[src/rtl/insn_fetch_buffer_if.sv]
// Instruction-memory req/ack bus between the fetch buffer and memory.
// The master holds m_req and m_addr until m_ack completes the request.
interface insn_fetch_buffer_if #(
  parameter int ADDR_W = 32,
  parameter int DATA_W = 32
);
  logic              m_req;
  logic [ADDR_W-1:0] m_addr;
  logic              m_ack;
  logic [DATA_W-1:0] m_data;

  modport master (
    output m_req,
    output m_addr,
    input  m_ack,
    input  m_data
  );

  modport slave (
    input  m_req,
    input  m_addr,
    output m_ack,
    output m_data
  );
endinterface

[src/rtl/insn_fetch_buffer.sv]
// Two-entry instruction fetch buffer (current + sequential prefetch).
// The buffer refills from a req/ack memory and stalls the core on a miss.
module insn_fetch_buffer #(
  parameter int              ADDR_W       = 32,
  parameter int              DATA_W       = 32,
  parameter logic [ADDR_W-1:0] RESET_VECTOR = 32'h00001000
) (
  input  logic                 clk,
  input  logic                 reset,
  input  logic [ADDR_W-1:0]    i_addr,
  output logic [DATA_W-1:0]    i_data,
  output logic                 stall,
  input  logic                 flush,
  insn_fetch_buffer_if.master  mem
);

  typedef enum logic [1:0] {
    S_IDLE,
    S_DEMAND,
    S_PREFETCH
  } state_t;

  localparam logic [ADDR_W-1:0] ONE = {{(ADDR_W-1){1'b0}}, 1'b1};

  state_t            r_state, w_state_nxt;
  logic              r_m_req, w_m_req_nxt;
  logic [ADDR_W-1:0] r_m_addr, w_m_addr_nxt;
  logic              r_discard;

  logic              r_cur_v, r_pf_v;
  logic [ADDR_W-1:0] r_cur_tag, r_pf_tag;
  logic [DATA_W-1:0] r_cur_data, r_pf_data;

  logic              w_hit_c, w_hit_p, w_promote;
  logic              w_nc_v, w_pf_ok, w_ack, w_fill;
  logic [ADDR_W-1:0] w_nc_tag, w_nxt_tag;

  assign mem.m_req  = r_m_req;
  assign mem.m_addr = r_m_addr;

  always_comb begin
    w_hit_c   = r_cur_v && (i_addr == r_cur_tag);
    w_hit_p   = r_pf_v && (i_addr == r_pf_tag);
    w_promote = w_hit_p && !w_hit_c;
    stall     = !(w_hit_c || w_hit_p);
    i_data    = w_hit_c ? r_cur_data :
                w_hit_p ? r_pf_data  : '0;
    // cur/pf as they will look after this edge's promotion
    w_nc_v    = w_promote || r_cur_v;
    w_nc_tag  = w_promote ? r_pf_tag : r_cur_tag;
    w_nxt_tag = w_nc_tag + ONE;
    w_pf_ok   = !w_promote && r_pf_v &&
                (r_pf_tag == w_nxt_tag);
    w_ack     = r_m_req && mem.m_ack;
    w_fill    = w_ack && !r_discard && !flush;
  end

  always_comb begin
    w_state_nxt  = r_state;
    w_m_req_nxt  = r_m_req;
    w_m_addr_nxt = r_m_addr;
    unique case (r_state)
      S_IDLE: begin
        if (stall) begin
          w_state_nxt  = S_DEMAND;
          w_m_req_nxt  = 1'b1;
          w_m_addr_nxt = i_addr;
        end else if (!flush && w_nc_v && !w_pf_ok) begin
          w_state_nxt  = S_PREFETCH;
          w_m_req_nxt  = 1'b1;
          w_m_addr_nxt = w_nxt_tag;
        end
      end
      S_DEMAND, S_PREFETCH: begin
        if (w_ack) begin
          w_state_nxt = S_IDLE;
          w_m_req_nxt = 1'b0;
        end
      end
      default: begin
        w_state_nxt = S_IDLE;
        w_m_req_nxt = 1'b0;
      end
    endcase
  end

  always_ff @(posedge clk or posedge reset) begin
    if (reset) begin
      r_state   <= S_IDLE;
      r_m_req   <= 1'b0;
      r_m_addr  <= RESET_VECTOR;
      r_discard <= 1'b0;
    end else begin
      r_state  <= w_state_nxt;
      r_m_req  <= w_m_req_nxt;
      r_m_addr <= w_m_addr_nxt;
      if (w_ack)
        r_discard <= 1'b0;
      else if (flush && r_m_req)
        r_discard <= 1'b1;
    end
  end

  always_ff @(posedge clk or posedge reset) begin
    if (reset) begin
      r_cur_v    <= 1'b0;
      r_cur_tag  <= RESET_VECTOR;
      r_cur_data <= '0;
      r_pf_v     <= 1'b0;
      r_pf_tag   <= RESET_VECTOR;
      r_pf_data  <= '0;
    end else if (flush) begin
      r_cur_v <= 1'b0;
      r_pf_v  <= 1'b0;
    end else begin
      if (w_promote) begin
        r_cur_v    <= 1'b1;
        r_cur_tag  <= r_pf_tag;
        r_cur_data <= r_pf_data;
        r_pf_v     <= 1'b0;
      end
      // a fill lands after promotion so it wins the same edge
      if (w_fill && r_state == S_DEMAND) begin
        r_cur_v    <= 1'b1;
        r_cur_tag  <= r_m_addr;
        r_cur_data <= mem.m_data;
      end
      if (w_fill && r_state == S_PREFETCH) begin
        r_pf_v    <= 1'b1;
        r_pf_tag  <= r_m_addr;
        r_pf_data <= mem.m_data;
      end
    end
  end

endmodule

[src/flat_wrapper.sv]
// flat-port wrapper written by rule: the top's interface ports become plain ports
module insn_fetch_buffer_flat 
#(
  parameter int              ADDR_W       = 32,
  parameter int              DATA_W       = 32,
  parameter logic [ADDR_W-1:0] RESET_VECTOR = 32'h00001000
)
  (clk, reset, i_addr, i_data, stall, flush, mem_m_req, mem_m_addr, mem_m_ack, mem_m_data);
  insn_fetch_buffer_if #(.ADDR_W(ADDR_W), .DATA_W(DATA_W)) mem_i ();
  input  logic clk;
  input  logic reset;
  input  logic [ADDR_W-1:0] i_addr;
  output logic [DATA_W-1:0] i_data;
  output logic stall;
  input  logic flush;
  output wire logic [$bits(mem_i.m_req)-1:0] mem_m_req;
  output wire logic [$bits(mem_i.m_addr)-1:0] mem_m_addr;
  input wire logic [$bits(mem_i.m_ack)-1:0] mem_m_ack;
  input wire logic [$bits(mem_i.m_data)-1:0] mem_m_data;
  assign mem_m_req = mem_i.m_req;
  assign mem_m_addr = mem_i.m_addr;
  assign mem_i.m_ack = mem_m_ack;
  assign mem_i.m_data = mem_m_data;
  insn_fetch_buffer #(.ADDR_W(ADDR_W), .DATA_W(DATA_W), .RESET_VECTOR(RESET_VECTOR)) u_core (.clk(clk), .reset(reset), .i_addr(i_addr), .i_data(i_data), .stall(stall), .flush(flush), .mem(mem_i));
endmodule
[config.mk]
export PLATFORM = sky130hd
export DESIGN_NAME = insn_fetch_buffer_flat
export DESIGN_NICKNAME = d
export VERILOG_FILES = /design/src/rtl/insn_fetch_buffer_if.sv /design/src/rtl/insn_fetch_buffer.sv /design/src/flat_wrapper.sv
export SDC_FILE = /design/constraint.sdc
export NUM_CORES = 1
export LEC_CHECK = 0
export ABC_AREA = 1
export BUFFER_PORTS_ARGS = -buffer_cell sky130_fd_sc_hd__clkbuf_2
export CORE_MARGIN = 2
export CORE_UTILIZATION = 45
export CTS_BUF_LIST = sky130_fd_sc_hd__clkbuf_4
export CTS_CLUSTER_DIAMETER = 150
export CTS_CLUSTER_SIZE = 25
export DETAILED_ROUTE_END_ITERATION = 8
export PLACE_DENSITY = 0.7
export SLEW_MARGIN = 25
export SYNTH_ARGS = -nofsm -noshare
export SYNTH_HDL_FRONTEND = slang
export SYNTH_SLANG_ARGS = --single-unit
[constraint.sdc]
create_clock -name clk -period 5.25 [get_ports clk]
set_input_delay 0.2625 -clock clk [delete_from_list [all_inputs] [get_ports clk]]
set_output_delay 0.2625 -clock clk [all_outputs]
set_load 0.1 [all_outputs]
* After elaboration in Yosys (flattened, before gate mapping)
Cells that the tools add are included.
** Word-level totals
- Flip-flop bits (word level) :: 166
- Bits of input ports :: 68
- Output and inout port bits :: 66
- Word-level logic and storage cells :: 75
** Operators by class
- Add/subtract/negate cells :: 1
- Equal/unequal tests :: 8
- Muxes and demuxes :: 24
- Bitwise logic cells :: 1
- Reduce and logical (&&, ||, !) cells :: 31
** Operators by type and width (number)
- 32-bit two-way mux :: 8
- 32-bit equality test :: 3
- 32-bit by 1-bit adder with 32-bit output, second input constant :: 1
- 1-bit logical AND :: 13
- 1-bit two-way mux :: 11
- 2-bit AND reduction :: 4
- 1-bit logical NOT :: 6
- 2-bit two-way mux :: 3
- 3-bit nonzero test :: 2
- 2-bit case mux with 2 select lines :: 1
- 2-bit nonzero test :: 2
- 3-bit != test, second input constant :: 1
- 2-bit by 1-bit equality test with 1-bit output, second input constant :: 1
- 2-bit equality test, second input constant :: 1
- 2-bit logical NOT :: 1
- 1-bit logical OR :: 2
- 2-bit by 1-bit != test with 1-bit output, second input constant :: 1
- 2-bit != test, second input constant :: 1
- 1-bit case mux with 2 select lines :: 1
- 2-bit OR reduction :: 1
- 1-bit NOT :: 1

* Depth between registers and ports, before layout
Gate-level depths: netlist (run 1).
- Depth in word-level cells :: 13
- Mapped depth :: 35
- Gate-level depth less buffers :: 33

* Worst setup path before layout (run 1)
No wires, ideal clock.
- Path kind :: flip-flop to output port
- Start point :: register u_core.r_cur_tag[12]
- End point :: output port i_data[0]
- Arrival :: 3756 ps
- Required time :: 4988 ps
- Path slack :: 1232 ps
- Cell stages (with the launch flop) :: 11
- Buffers on the path :: 3
- Cells stage by stage :: dfstp_2 > xnor2_1 > nand2_1 > nor2_1 > nand2_1 > nor2_1 > nand3_1 > buf_2 > buf_2 > clkbuf_1 > o21ai_0
** On the way
- Cells in the longest elaborated chain, start to end :: 3
** Ends and longest elaborated chain
- from (decl) :: line insn_fetch_buffer.sv:31 : logic [ADDR_W-1:0] r_cur_tag, r_pf_tag;
- from (signal assigned) :: line insn_fetch_buffer.sv:118 : r_cur_tag <= r_pf_tag;
- from (signal assigned) :: line insn_fetch_buffer.sv:125 : r_cur_tag <= r_m_addr;
- 32-bit equality test :: line insn_fetch_buffer.sv:42 : w_hit_c = r_cur_v && (i_addr == r_cur_tag);
- 1-bit logical AND :: line insn_fetch_buffer.sv:42
- 32-bit two-way mux :: line insn_fetch_buffer.sv:46 : i_data = w_hit_c ? r_cur_data :
- to (decl) :: line flat_wrapper.sv:13 : output logic [DATA_W-1:0] i_data;
Every way passes these cells.

* Final worst setup path (run 1)
- Start point :: register u_core.r_cur_tag[17]
- End point :: register u_core.r_m_addr[20], in the netlist u_core.mem.m_addr[20]
** On the way
- Cells in the longest elaborated chain, start to end :: 12
- Elaborated cells between the ends (all ways) :: 19
- Classes of those cells :: add/sub: 1; eq/ne: 3; mux: 3; reduce/logical: 12
** Ends and longest elaborated chain
- 32-bit equality test :: line insn_fetch_buffer.sv:42
- 1-bit logical AND :: line insn_fetch_buffer.sv:42
- 1-bit logical NOT :: line insn_fetch_buffer.sv:44 : w_promote = w_hit_p && !w_hit_c;
- 1-bit logical AND :: line insn_fetch_buffer.sv:44
- 32-bit two-way mux :: line insn_fetch_buffer.sv:50 : w_nc_tag = w_promote ? r_pf_tag : r_cur_tag;
- 32-bit by 1-bit adder with 32-bit output :: line insn_fetch_buffer.sv:51 : w_nxt_tag = w_nc_tag + ONE;
- 32-bit equality test :: line insn_fetch_buffer.sv:53 : (r_pf_tag == w_nxt_tag);
- 1-bit logical AND :: line insn_fetch_buffer.sv:52 : w_pf_ok = !w_promote && r_pf_v &&
- 1-bit logical NOT :: line insn_fetch_buffer.sv:68 : end else if (!flush && w_nc_v && !w_pf_ok) begin
- 1-bit logical AND :: line insn_fetch_buffer.sv:68
- 2-bit != test (no line)
- 2-bit AND reduction (no line)
- to (signal assigned) :: line insn_fetch_buffer.sv:96 : r_m_addr <= w_m_addr_nxt;
- to (decl) :: line insn_fetch_buffer.sv:27 : logic [ADDR_W-1:0] r_m_addr, w_m_addr_nxt;
Several ways; a longest one is shown, not always the timed one. The select of a mux whose other input is x is not followed.
A chain may end at the register's enable or synchronous reset.

==> results of run 1 <==
-- layout by cell type, fill, tap and decap left out, drive strengths merged --
cell type    count
clkbuf         150
nand2          730
dlygate4sd3     38
nand4           18
nand3          211
dfstp            3
and2             1
nor2           154
xnor3            1
xor2             3
inv            239
nor3             3
diode            2
ha               4
a21boi           1
nand3b           1
xnor2           11
clkinv          19
buf             29
a31oi            2
o21ai          228
a21oi           38
o211ai          31
dfrtp          163
-- worst max-delay path, delay by kind of cell, from the launching register on --
family	cells	cell delay (ps)
and+or+nand+nor	27	3750
DFF	1	460
adders and majority gates	1	250
buffers and inverters	2	320
-- cell usage after synthesis --
cell	instances
a21oi_1	38
nand4_1	18
buf_6	4
nand2_2	7
xor2_1	3
nand3_1	208
a21boi_1	1
dfrtp_1	163
xnor2_1	11
buf_8	3
a31oi_1	2
o211ai_1	31
clkinv_1	9
nand2_4	4
nand3_4	1
nand3b_1	1
buf_1	7
nor2_4	8
and2_1	1
nand2_1	719
nor2_8	1
nor2_1	135
o21ai_0	222
xnor3_1	1
nor3_1	3
buf_2	8
nor2_2	10
ha_1	4
o21ai_1	6
dfstp_2	3
inv_2	28
buf_4	4
clkbuf_1	52
nand3_2	2
inv_1	206
-- through the flow --
stage	hold WS (ps)	instances	setup WS, ps
4_1_cts	3.79	2413	414
5_1_grt	13.1	2415	82.3
3_5_place_dp	323	2343	473
6_report	35.9	2415	403
2_1_floorplan	421	1924	502
3_3_place_gp	321	2343	513
-- per-layer routing --
layer  vias up  track usage  part of all wire
met5         -            0                 0
met4         0        0.119             0.032
met3        99       0.0637             0.090
met2       676        0.515              0.43
met1      6278        0.493              0.44
li1       6396            -                 -
-- final timing paths --
path	slack, ps	end	startpoint	cells after the start
max in group asynchronous	3740	u_core.mem.m_addr[0]$_DFFE_PP0P_	reset	4
max	400	u_core.mem.m_addr[20]$_DFFE_PP0P_	u_core.r_cur_tag[17]$_DFFE_PP0N_	30
min reg2reg	490	u_core.mem.m_addr[12]$_DFFE_PP1P_	u_core.mem.m_addr[12]$_DFFE_PP1P_	2
max reg2reg	400	u_core.mem.m_addr[20]$_DFFE_PP0P_	u_core.r_cur_tag[17]$_DFFE_PP0N_	30
min	40	u_core.mem.m_addr[27]$_DFFE_PP0P_	i_addr[27]	5
min in group asynchronous	170	u_core.r_pf_tag[18]$_DFFE_PP0P_	reset	3
-- report_power, final --
| group | switching [mW] | total (mW) | internal (mW) | leakage [nW] |
|---|---|---|---|---|
| sequential | 0.279 | 1.91 | 1.63 | 2.18 |
| combinational | 2.44 | 3.13 | 0.686 | 4.53 |
| clock | 0.670 | 0.914 | 0.244 | 0.174 |
| total | 3.39 | 5.96 | 2.56 | 6.88 |
-- cell type report --
type	instances	area, µm²	share of cell area
antenna	2	5.00	0.000366
clock buffer	17	128	0.00934
clock inverter	15	216	0.0158
inverter	243	918	0.0672
multi-input combinational	1437	6510	0.477
sequential	166	4160	0.304
tap	335	419	0.0307
timing repair buffer	200	1300	0.0953
-- state kept, by name (all words and copies together) (netlist names) --
register / count
u_core.r_pf_data: 32
u_core.r_cur_v: 1
u_core.mem.m_addr: 32
u_core.r_pf_v: 1
u_core.r_discard: 1
u_core.r_pf_tag: 32
u_core.mem.m_req: 1
u_core.r_state: 2
u_core.r_cur_data: 32
u_core.r_cur_tag: 32
-- timing repair --
| action | CTS | global route |
|---|---|---|
| setup buffers | 0 | 0 |
| hold endpoints to repair | 116 | 0 |
| hold buffers | 38 | 0 |
| endpoints found under the setup margin | 0 | 33 |
| resized for setup | 0 | 3 |
-- cell families after synthesis --
kind of cell / Yosys count
adder cells (fa/ha/maj): 4
XOR/XNOR: 15
AND/OR/NAND/NOR: 1118
flip-flops: 166
AO/OA/AOI/OAI: 300
buffers and inverters: 321
==> results, run 1 <==
- Input and output buffers added on the ports amount to roughly 130.
- The overall power is 5.96 mW.
- The number of nets still failing antenna checks after routing is 0.
- STA puts the critical path data required time at 5810 ps.
- The path type of the worst setup path is flop to flop.
- The relative slew slack is 0.391.
- The remaining design rule violation count is 0.
- The area of the placeable core is between 20000 and 30000 µm².
- Of all nets on the critical path, the largest fanout is 15.
- The number of placed I/O pins is 134.
- The remaining global-route overflow is 0.
- The floorplan step defined a die boundary enclosing between 20000 and 30000 µm².
- The total routing resource utilization after global routing is 0.342.
- Setup violations remaining at the end of the flow were counted as 0.
- The flow ran to the end, and the final reports show no timing, DRC or antenna violations.
- Across the VDD grid, the largest voltage drop is between 0.5 and 0.6 mV.
- For this run, the share of the core covered by cells in the final layout is 0.524.
- The site row count is 59.
- The cell area after layout is ~14000 µm².
- The min-delay analysis places its worst path in the category primary input to flop.
- The placed wire-length estimate is 35.1 mm.
- The number of warnings reported in the yosys synthesis log is 0.
- The routed design has 47.5 mm of wire.
- The analysis attributes to cell leakage a power of 6.88 nW.
- The largest family of logic cells by synthesized area is simple AND/OR/NAND/NOR gates.
- The worst setup path is captured at a flop.
- When the netlist entered floorplanning its net count stood at 1996.
- Setup repair after global routing left no endpoint under its margin.
- In the final layout, the share of cells above drive strength 1 is 0.126.
- The shortest clock period the worst path allows after layout is about 4800 ps.
- On the critical path, the stage with the largest delay is an instance of dfrtp_1.
- The data arrival time of the worst path is 5410 ps.
- The via count of the first global-routing pass is 12500.
- Of the total synthesized cell area, the portion taken by XOR and XNOR cells is 0.0122.
- In the routed layout, each cell is associated on average with a via count of ~5.6.
- After synthesis, the cell types taking the most area are dfrtp_1 34%, nand2_1 23%, o21ai_0 9.3%.
- Summing all placed instances gives a cell area of 12900 µm².
- The fraction of synthesized cell area taken by the top area cell type is 0.342.
- At the end of routability-driven placement, the weighted congestion stood at 1.05.
- The number of standard cells after synthesis is 1924.
- The aggregate negative setup slack is 0 ps.
- For this design the ratio of total power to cell area is between 400 and 500 nW/µm².
- The portion of synthesized area spent on multiplexers is 0.
- Synthesis instantiated 35 different standard cells from the library.
- CTS built an H-tree with a depth of 4.
- The routed length per instance is 19.7 µm.
- The post-synthesis adder-cell area fraction is 0.00420.
- The largest net degree at the start of global routing is 94.
- The die extent in x is 167 µm.
- The synthesized design contains 166 register bits.
- The clock skew after layout is 48.9 ps.
- Counting stages on the worst path, the most repeated cell is nand2_1.
- The filler cell count is 2748.
- The net count reported at finish is 2137.
- The first global-routing pass estimated about 73 mm of wire.
- The maximum achievable frequency is 206 MHz.
- The synthesized netlist occupies a cell area of 11900 µm².
- The number of antenna violations at the first check in global routing is 1.
- Dividing the final minimum period by the clock period gives 0.923.
- The post-synthesis share of cell area spent on and, or, nand and nor gates is 0.393.
- The count of clock tree sinks is around 170.
- The average instance in the mapped netlist occupies 6.19 µm².
- In this run, the number of DRC markers left after iteration 0 of detailed routing was roughly 1500.
- The cell type with the highest aggregate area in the netlist is dfrtp_1.
- The final route contains 13400 vias.
- Compared with the post-synthesis result, the final layout area differs by 14.6%.
- The max-cap violation count is 0.
- For this run, the register share of the synthesized area comes to 0.349.
- The clock-pin slew of the registers on the worst-case setup and hold paths is 190 ps.
- The slew at the pin closest to its max-slew limit is 913 ps.
- The maximum count of clock buffers along a single path is 2.
- The area fraction in compound gates after synthesis is 0.133.
- In this run the clock root is driven by a clkbuf_4.
- The first TritonRoute pass finished after 6 iterations.
- The final count of hold timing violations is 0.
- TritonCTS built the clock tree.
- The final-report max-slew violation count is 0.
- In this design, the stage delay of the slowest critical-path cell is 460 ps.
- The insertion delay of the later-clocked pin in the worst-skew pair is 640 ps.
- The effective utilization at floorplan is 0.457.
- Buffers inserted during clock tree synthesis total 17.
- The die extent in y is around 170 µm.
- The startpoint type of the worst setup path is a flop.
(Power assumes the default switching activity.)
==> run 2: changes to the inputs <==
Settings changed: ABC_AREA 1 to not set.
==> run 2 against run 1 <==
Net effect: sequential cell count stayed put; register-to-register slack got worse by 400 ps; largest power group unchanged; highest routed layer unchanged; first-iteration DRC count decreased by 35%; largest cell class unchanged; sequential power up 9%.
==> results, run 2 <==
- The share of final-layout standard cells stronger than drive strength 1 is 0.305.
- At the pin with the least slew margin, the transition time is 974 ps.
- The via count of the first global-routing pass is about 11000.
- Sorting the synthesized cells by how often they occur yields 163 x dfrtp_1, 106 x nand2_1, 81 x clkbuf_1, 81 x xnor2_1, 75 x nor2_1.
- The proportion of synthesized flip-flops having asynchronous set or reset is 1.00.
- The most prevalent standard cell on the critical path is or4_4.
- After global routing the overflow that remains totals 0.
- The number of placed I/O pins is 134.
- The endpoint class of the critical path is a flop.
- By area the synthesized netlist is led by dfrtp_1 35%, mux2_2 6.3%, xnor2_1 6.1%.
- Of the post-synthesis cell area, the dominant cell type holds 0.349.
- For the worst setup path, the data arrival time is 5760 ps.
- The number of vias per cell is 6.12.
- The cell area after layout is roughly 14000 µm².
- The die covers 27300 µm².
- The wire length of the first global-routing pass is 65.0 mm.
- The number of antenna violations at the first check in global routing was 2.
- The worst setup path startpoint is u_core.r_cur_tag[11]$_DFFE_PP0N_.
- Of all cell types, the one taking the most synthesized area is dfrtp_1.
- In this run the static leakage power is 6.35 nW.
- The worst path needs about 5200 ps of the cycle, external delays included.
- The startpoint identified for the worst register-to-register timing path is u_core.r_cur_tag[11]$_DFFE_PP0N_.
- The worst setup slack for register-to-register paths is 2 ps.
- Across all hold checks on the routed design, the worst slack comes to 39.2 ps.
- Along the worst path, the maximum fanout reaches 9.
- The routed design has around 43 mm of wire.
- Headroom to the max-slew limit came out at 0.346.
- The clock skew after layout is 35.2 ps.
- In this run the number of H-tree levels came out at 4.
- The required time at the worst-slack endpoint is 5760 ps.
- The die extent in x is 165 µm.
- The max-cap violation count is 0.
- In this run the remaining antenna-violating nets after routing total 0.
- The insertion delay of the later-clocked pin in the worst-skew pair is ~630 ps.
- For this configuration, the core starts out at a cell density of 0.461.
- The critical path goes through xor2_1 -> nor4_1 -> nand4_1 -> or4_4 -> nand2_4 -> nand2_1 -> nand2_2 -> ha_2 -> nand3_1 -> or4_4 -> buf_4 -> nor4_4 -> xnor2_2 -> xnor2_1 -> or4b_4 -> a211oi_4 -> a31oi_4 -> buf_12 -> clkbuf_16 -> mux2_4.
- The largest individual stage delay along the critical path comes from the cell or4_4.
- The share of the yosys chip area belonging to registers is 0.356.
- The pre-CTS setup slack is between 20 and 30 ps.
- The total power per unit cell area is 503 nW/µm².
- The cell family contributing the most delay on the critical path is simple AND/OR/NAND/NOR gates.
- The detailed router finished its first iteration with 1000 violations.
- The total area inside the core boundary comes to 25300 µm².
- Together, buffers and inverters on the worst path number 3.
- The library cells used most frequently in the layout, excluding fill and tap cells, are 162 x dfrtp_1, 135 x buf_4, 133 x clkbuf_2, 103 x nand2_1, 79 x xnor2_1.
- The detailed-router iteration count before antenna repair is 5.
- The total number of vias is about 11000.
- The floorplan has 58 rows.
- The average footprint of a synthesized cell is 9.31 µm².
- The launch instance of the worst min-delay path is i_addr[28].
- The startpoint type of the worst setup path is a flop.
- The area growth from synthesis to layout is 21.5%.
- The final count of hold timing violations came to 0.
- Entering global routing, the biggest net connects 79 pins.
- The number of enable flip-flop cells after synthesis is 0.
- Once routing completed, OpenROAD measured the worst setup slack at ~1.5 ps.
- The leading cell type in the layout, fill and taps excluded is dfrtp_1.
- The number of setup violations in the final report is 0.
- In the synthesized netlist the dominant register cell turns out to be dfrtp_1.
- The classification of the worst-slack hold path is primary input to flop.
- Of the available clock period, the critical path in the final layout requires 1.00.
- dfrtp_1 is the most common cell in the netlist.
- The count of buffers inserted at the top-level ports is 133.
- The clock-pin slew of the registers on the worst-case setup and hold paths is 200 ps.
- After synthesis the cells add up to 11700 µm².
- The maximum count of clock buffers along a single path is 2.
- Detailed placement ended at an HPWL of 30.6 mm.
- After detailed routing, the number of remaining DRC violations is 0.
- The number of different library cells used by synthesis comes to 74.
- The number of standard cells after synthesis is between 1000 and 1500.
- The final-report max-slew violation count came to 0.
- The layout has 2291 filler cells.
- On the worst path, the slowest cell contributes a delay of 590 ps.
- The number of buffers created by CTS is 17.
- The synthesized flop and latch total is between 150 and 200.
- The number of warnings reported in the yosys synthesis log is 0.
- The clock drives approximately 170 sinks.
- The maximum achievable frequency is 191 MHz.
- The path type of the worst setup path is flop to flop.
- The flow ran to the end, and the final reports show no timing, DRC or antenna violations.
- The total cell area at the placement stage is between 10000 and 15000 µm².
- The net count of the mapped netlist is 1327.
- The CTS tree is done.
- In this run the vertical extent of the chip is approximately 170 µm.
- CTS placed an instance of clkbuf_4 at the clock tree root.
- The final weighted congestion of routability-driven global placement is 1.02.
- The total routing resource utilization after global routing is 0.319.
- After detailed routing, the average wire length per cell comes to 24.0 µm.
- The net count reported at finish is between 1500 and 2000.
- The worst IR drop on VDD is 0.324 mV.
run 2: cell count changes after synthesis, moves of 27 or more:
cell and delta:
xnor2_1 +70, inv_2 -28, mux2i_1 +42, inv_1 -189, mux2_2 +65, o21ai_0 -180, nand3_1 -152, o22a_1 +63
nand2_1 -613, nor2_1 -60, mux2_4 +27, clkbuf_1 +29, xor2_1 +60
run 2: path summary, 6_finish.rpt:
path | end | depth (start not counted)
min | u_core.mem.m_addr[28]$_DFFE_PP0P_ | 4
max in group asynchronous | u_core.r_pf_tag[15]$_DFFE_PP0P_ | 4
min reg2reg | u_core.r_cur_data[17]$_DFFE_PP0P_ | 2
max | u_core.mem.m_addr[0]$_DFFE_PP0P_ | 20
max reg2reg | u_core.mem.m_addr[0]$_DFFE_PP0P_ | 20
min in group asynchronous | u_core.r_pf_data[1]$_DFFE_PP0P_ | 3
run 2: through the flow:
stage | setup TNS (ps) | std cells | total power [mW] | utilization
detailed placement | 0 | 1723 | 6.04 | 0.524
global placement | 0 | 1723 | 5.99 | 0.524
global route | -293 | 1799 | 7.45 | 0.560
finish | 0 | 1799 | 7.13 | 0.560
CTS | 0 | 1790 | 6.93 | 0.551
floorplan | 0 | 1255 | 4.90 | -
run 2: cells by family (layout without fill, tap and decap cells):
| family | after synthesis | in the layout | synth area share |
|---|---|---|---|
| AND/OR/NAND/NOR | 402 | 402 | 0.179 |
| AO/OA/AOI/OAI | 255 | 255 | 0.154 |
| flip-flops | 166 | 166 | 0.356 |
| XOR/XNOR | 149 | 149 | 0.118 |
| buffers and inverters | 144 | 357 | 0.0538 |
| multiplexers | 135 | 135 | 0.134 |
| adder cells (fa/ha/maj) | 4 | 4 | 0.00429 |
| other | 0 | 1 | 0 |
run 2: power by group:
group / switching, mW / internal (mW) / leakage (nW)
clock network: 0.629 / 0.239 / 0.166
registers: 0.372 / 1.72 / 2.06
logic: 2.72 / 1.45 / 4.12
total: 3.72 / 3.41 / 6.35
run 2: final cells by class:
cell class / count / area (µm²) / share of cell area
clock buffer: 17 / 128 / 0.00899
tap: 330 / 413 / 0.0291
multi-input combinational: 945 / 7080 / 0.499
sequential: 166 / 4160 / 0.293
timing repair buffer: 308 / 2140 / 0.151
antenna: 1 / 2.50 / 0.000176
clock inverter: 15 / 193 / 0.0136
inverter: 17 / 68.8 / 0.00485
run 2: layer usage:
layer | GRT usage | share of wire | vias up
li1 | - | - | 4943
met1 | 0.430 | 0.42 | 5415
met2 | 0.507 | 0.46 | 550
met3 | 0.0654 | 0.085 | 98
met4 | 0.119 | 0.037 | 0
met5 | 0 | 0 | -
run 2: timing repair:
| item | 4_1_cts | 5_1_grt |
|---|---|---|
| hold endpoints to repair | 141 | 0 |
| resized for setup | 1 | 21 |
| pin swaps | 1 | 19 |
| hold buffers | 34 | 0 |
| buffers inserted | 1 | 6 |
| cloned | 0 | 2 |
| setup endpoints to repair | 11 | 35 |
run 2: worst reg2reg max path: stages, from the launching register on:
cell	delay [ps]
dfrtp_1	450
xor2_1	220
nor4_1	340
nand4_1	230
or4_4	590
nand2_4	100
nand2_1	70
nand2_2	70
ha_2	170
nand3_1	100
or4_4	560
buf_4	170
nor4_4	240
xnor2_2	160
xnor2_1	110
or4b_4	520
a211oi_4	230
a31oi_4	150
buf_12	180
clkbuf_16	190
mux2_4	300
==> run 3: changes to the inputs <==
Clock period 5.25 ns to 6.8 ns, I/O delays scaled along.
==> run 3 against run 2 <==
Net effect: sequential share of layout area rose by 2.4 points; global-route usage is 1.2 points lower; sequential power is 13% lower; cell count fell by 6.2%; highest routed layer unchanged; non-clock buffer count is 114 lower; worst hold slack better by 2.9 ps; wire length is 4.5% lower; critical endpoint is now u_core.mem.m_addr[13]$_DFFE_PP0P_; design area is 7.6% lower; register-to-register slack improved by 560 ps.
==> results, run 3 (same netlist as run 2, synthesis figures left out) <==
- Traced cell by cell, the critical path runs through xor2_1 -> nor4_1 -> nand4_1 -> or4_2 -> nand2_1 -> nand2_1 -> nand2_1 -> ha_1 -> nand3_1 -> or4_1 -> nor4_1 -> xnor2_1 -> xnor2_1 -> or4b_1 -> a211oi_2 -> a31oi_4 -> buf_4 -> mux2_4.
- The layout overhead on the synthesized area is 12.2%.
- For the worst setup path, the data required time is 7300 ps.
- The pre-CTS setup slack is ~770 ps.
- Static timing analysis puts the maximum clock frequency at 160 MHz.
- The total routing resource utilization after global routing is 0.307.
- Setup repair after global routing left no endpoint under its margin.
- After detailed routing, the average wire length per cell comes to 24.4 µm.
- The area of the placeable core is about 25000 µm².
- VDD sags by at most 0.306 mV.
- The die extent in x is 165 µm.
- For this run, the post-layout net count is between 1000 and 1500.
- After floorplanning, the core was divided into 58 placement rows.
- The top cell types in the final layout, fill and taps aside, are 163 x dfrtp_1, 133 x clkbuf_2, 106 x nand2_1, 81 x xnor2_1, 74 x nor2_1.
- The final count of hold timing violations was 0.
- The final route contains 10500 vias.
- The number of setup violations in the final report is 0.
- The worst path in the final design needs a cycle of between 6000 and 7000 ps, including I/O delays and setup.
- The number of placed I/O pins is 134.
- Gates resized during post-CTS repair numbered 0.
- The later pin in the worst-skew pair is clocked with a latency of 630 ps.
- The largest net degree at the start of global routing is 95.
- At the pin with the least slew margin, the transition time is 993 ps.
- The relative slew slack is 0.333.
- The wire length of the first global-routing pass is 62.8 mm.
- The number of nets still failing antenna checks after routing is 0.
- For this run, design rule violations remaining after detail routing come to 0.
- The number of antenna violations at the first check in global routing is 1.
- In this run, CTS created clock tree buffers numbering 17.
- The count of clock tree sinks is 166.
- The run finished with clean final reports.
- Summed over all layers, the routed wires come to 41.2 mm.
- In this run the cell area measured after placement is 12400 µm².
- The fraction of the cycle the final worst path needs is 0.918.
- Input and output buffers added on the ports amount to 133.
- The maximum fanout encountered on the critical timing path is 32.
- The path class of the tightest hold or removal check is primary input to flop.
- The final worst slack is 559 ps.
- Detailed placement ended at an HPWL of around 29 mm.
- The area enclosed by the die boundary is between 20000 and 30000 µm².
- For this run the aggregate overflow at the end of global routing stands at 0.
- After detailed routing, the number of vias per cell comes to 6.21.
- STA classifies the critical path endpoint as a flop.
- The first detailed-routing pass ran for 5 iterations.
- The startpoint type of the worst setup path is a flop.
- The library cell used most frequently in the layout, excluding fill and tap cells, is dfrtp_1.
- In this run the deepest clock path goes through 2 buffers.
- The most prevalent standard cell on the critical path is nand2_1.
- The maximum cell stage delay along the critical path is 720 ps.
- The CTS tree is done.
- The max-cap violation count is 0.
- The clock-pin slew of the registers on the worst-case setup and hold paths is 170 ps.
- The data arrival time of the worst path is roughly 6700 ps.
- Clock skew on the completed layout was measured at 35.6 ps.
- The clock tree root buffer cell is clkbuf_4.
- The die extent in y is 165 µm.
- In this run, the number of DRC markers left after iteration 0 of detailed routing was 1017.
- The worst setup path is of the flop to flop kind.
- With fillers left out, the area of the finished cells amounts to between 10000 and 15000 µm².
- The post-CTS setup repair buffer count is 0.
- Summed over all cells, the static leakage comes to 5.69 nW.
- The final-report max-slew violation count is 0.
- The final weighted congestion of routability-driven global placement is between 0.9 and 1.
- The standard cell with the maximum stage delay on the critical path is or4_2.
- Of the cells placed in the final design, the portion with a size suffix greater than 1 is 0.231.
- The total power per unit cell area is 386 nW/µm².
- The H-tree level count is 4.
- The aggregate negative setup slack is 0 ps.
- The initial utilization of the core area, before any placement, comes to 0.461.
- The filler cell count is between 2000 and 2500.
- The via count of the first global-routing pass was around 10000.
- The overall power is 5.06 mW.
==> run 3: changes by cell type in the layout (fill, tap and decap cells not counted), moves of 3 or more <==
cell	previous run	this run
xor2_1	59	63
xor2_2	3	0
nand2_1	103	106
inv_12	3	0
buf_4	135	26
nor4_1	18	22
buf_12	3	0
==> run 3: worst max-delay path, delay by kind of cell (launching register included) <==
family | cells | cell delay (ps)
compound gates | 2 | 360
xor+xnor | 3 | 550
fa+ha+maj | 1 | 350
buf+inv | 1 | 350
flops | 1 | 570
mux | 1 | 380
simple gates | 10 | 3540
==> run 3: layout make-up <==
type	instances	area (µm²)	area share
diodes	3	7.51	0.000573
clock buffers	17	128	0.00974
clock inverters	15	183	0.0139
inverters	17	68.8	0.00525
multi-input cells	945	6940	0.529
flip-flops and latches	166	4160	0.317
well taps	330	413	0.0315
repair buffers	194	1210	0.0925
==> run 3: worst paths after layout <==
path	startpoint	slack, ps	cells after the start	to
setup / recovery	u_core.r_cur_tag[6]$_DFFE_PP0N_	560	18	u_core.mem.m_addr[13]$_DFFE_PP0P_
hold / removal	i_addr[28]	40	3	u_core.mem.m_addr[28]$_DFFE_PP0P_
setup reg to reg	u_core.r_cur_tag[6]$_DFFE_PP0N_	560	18	u_core.mem.m_addr[13]$_DFFE_PP0P_
hold reg to reg	u_core.r_discard$_DFFE_PP0P_	540	2	u_core.r_discard$_DFFE_PP0P_
max in group asynchronous	reset	5230	4	u_core.r_cur_tag[11]$_DFFE_PP0N_
min in group asynchronous	reset	390	3	u_core.r_cur_data[0]$_DFFE_PP0P_
==> run 3: stage by stage <==
| step | hold WS, ps | util | cells |
|---|---|---|---|
| finish | 42.1 | 0.517 | 1687 |
| global route | 41.2 | 0.517 | 1687 |
| CTS | 27.8 | 0.517 | 1684 |
| detailed placement | 518 | 0.491 | 1618 |
| global placement | 509 | 0.491 | 1618 |
| floorplan | 426 | - | 1255 |
==> run 3: per-layer routing <==
metal	part of all wire	track usage	up-vias
li1	-	-	4728
met1	0.43	0.419	5205
met2	0.46	0.489	476
met3	0.078	0.0664	75
met4	0.026	0.0925	0
met5	0	0	-
==> run 3: what timing repair did <==
item	CTS	global route
hold buffers	34	0
hold endpoints to repair	138	0
endpoints found under the setup margin	0	0
==> run 3: report_power, final <==
group,internal [mW],switching [mW]
sequential,1.33,0.496
clock,0.174,0.463
combinational,0.861,1.74
total,2.36,2.70
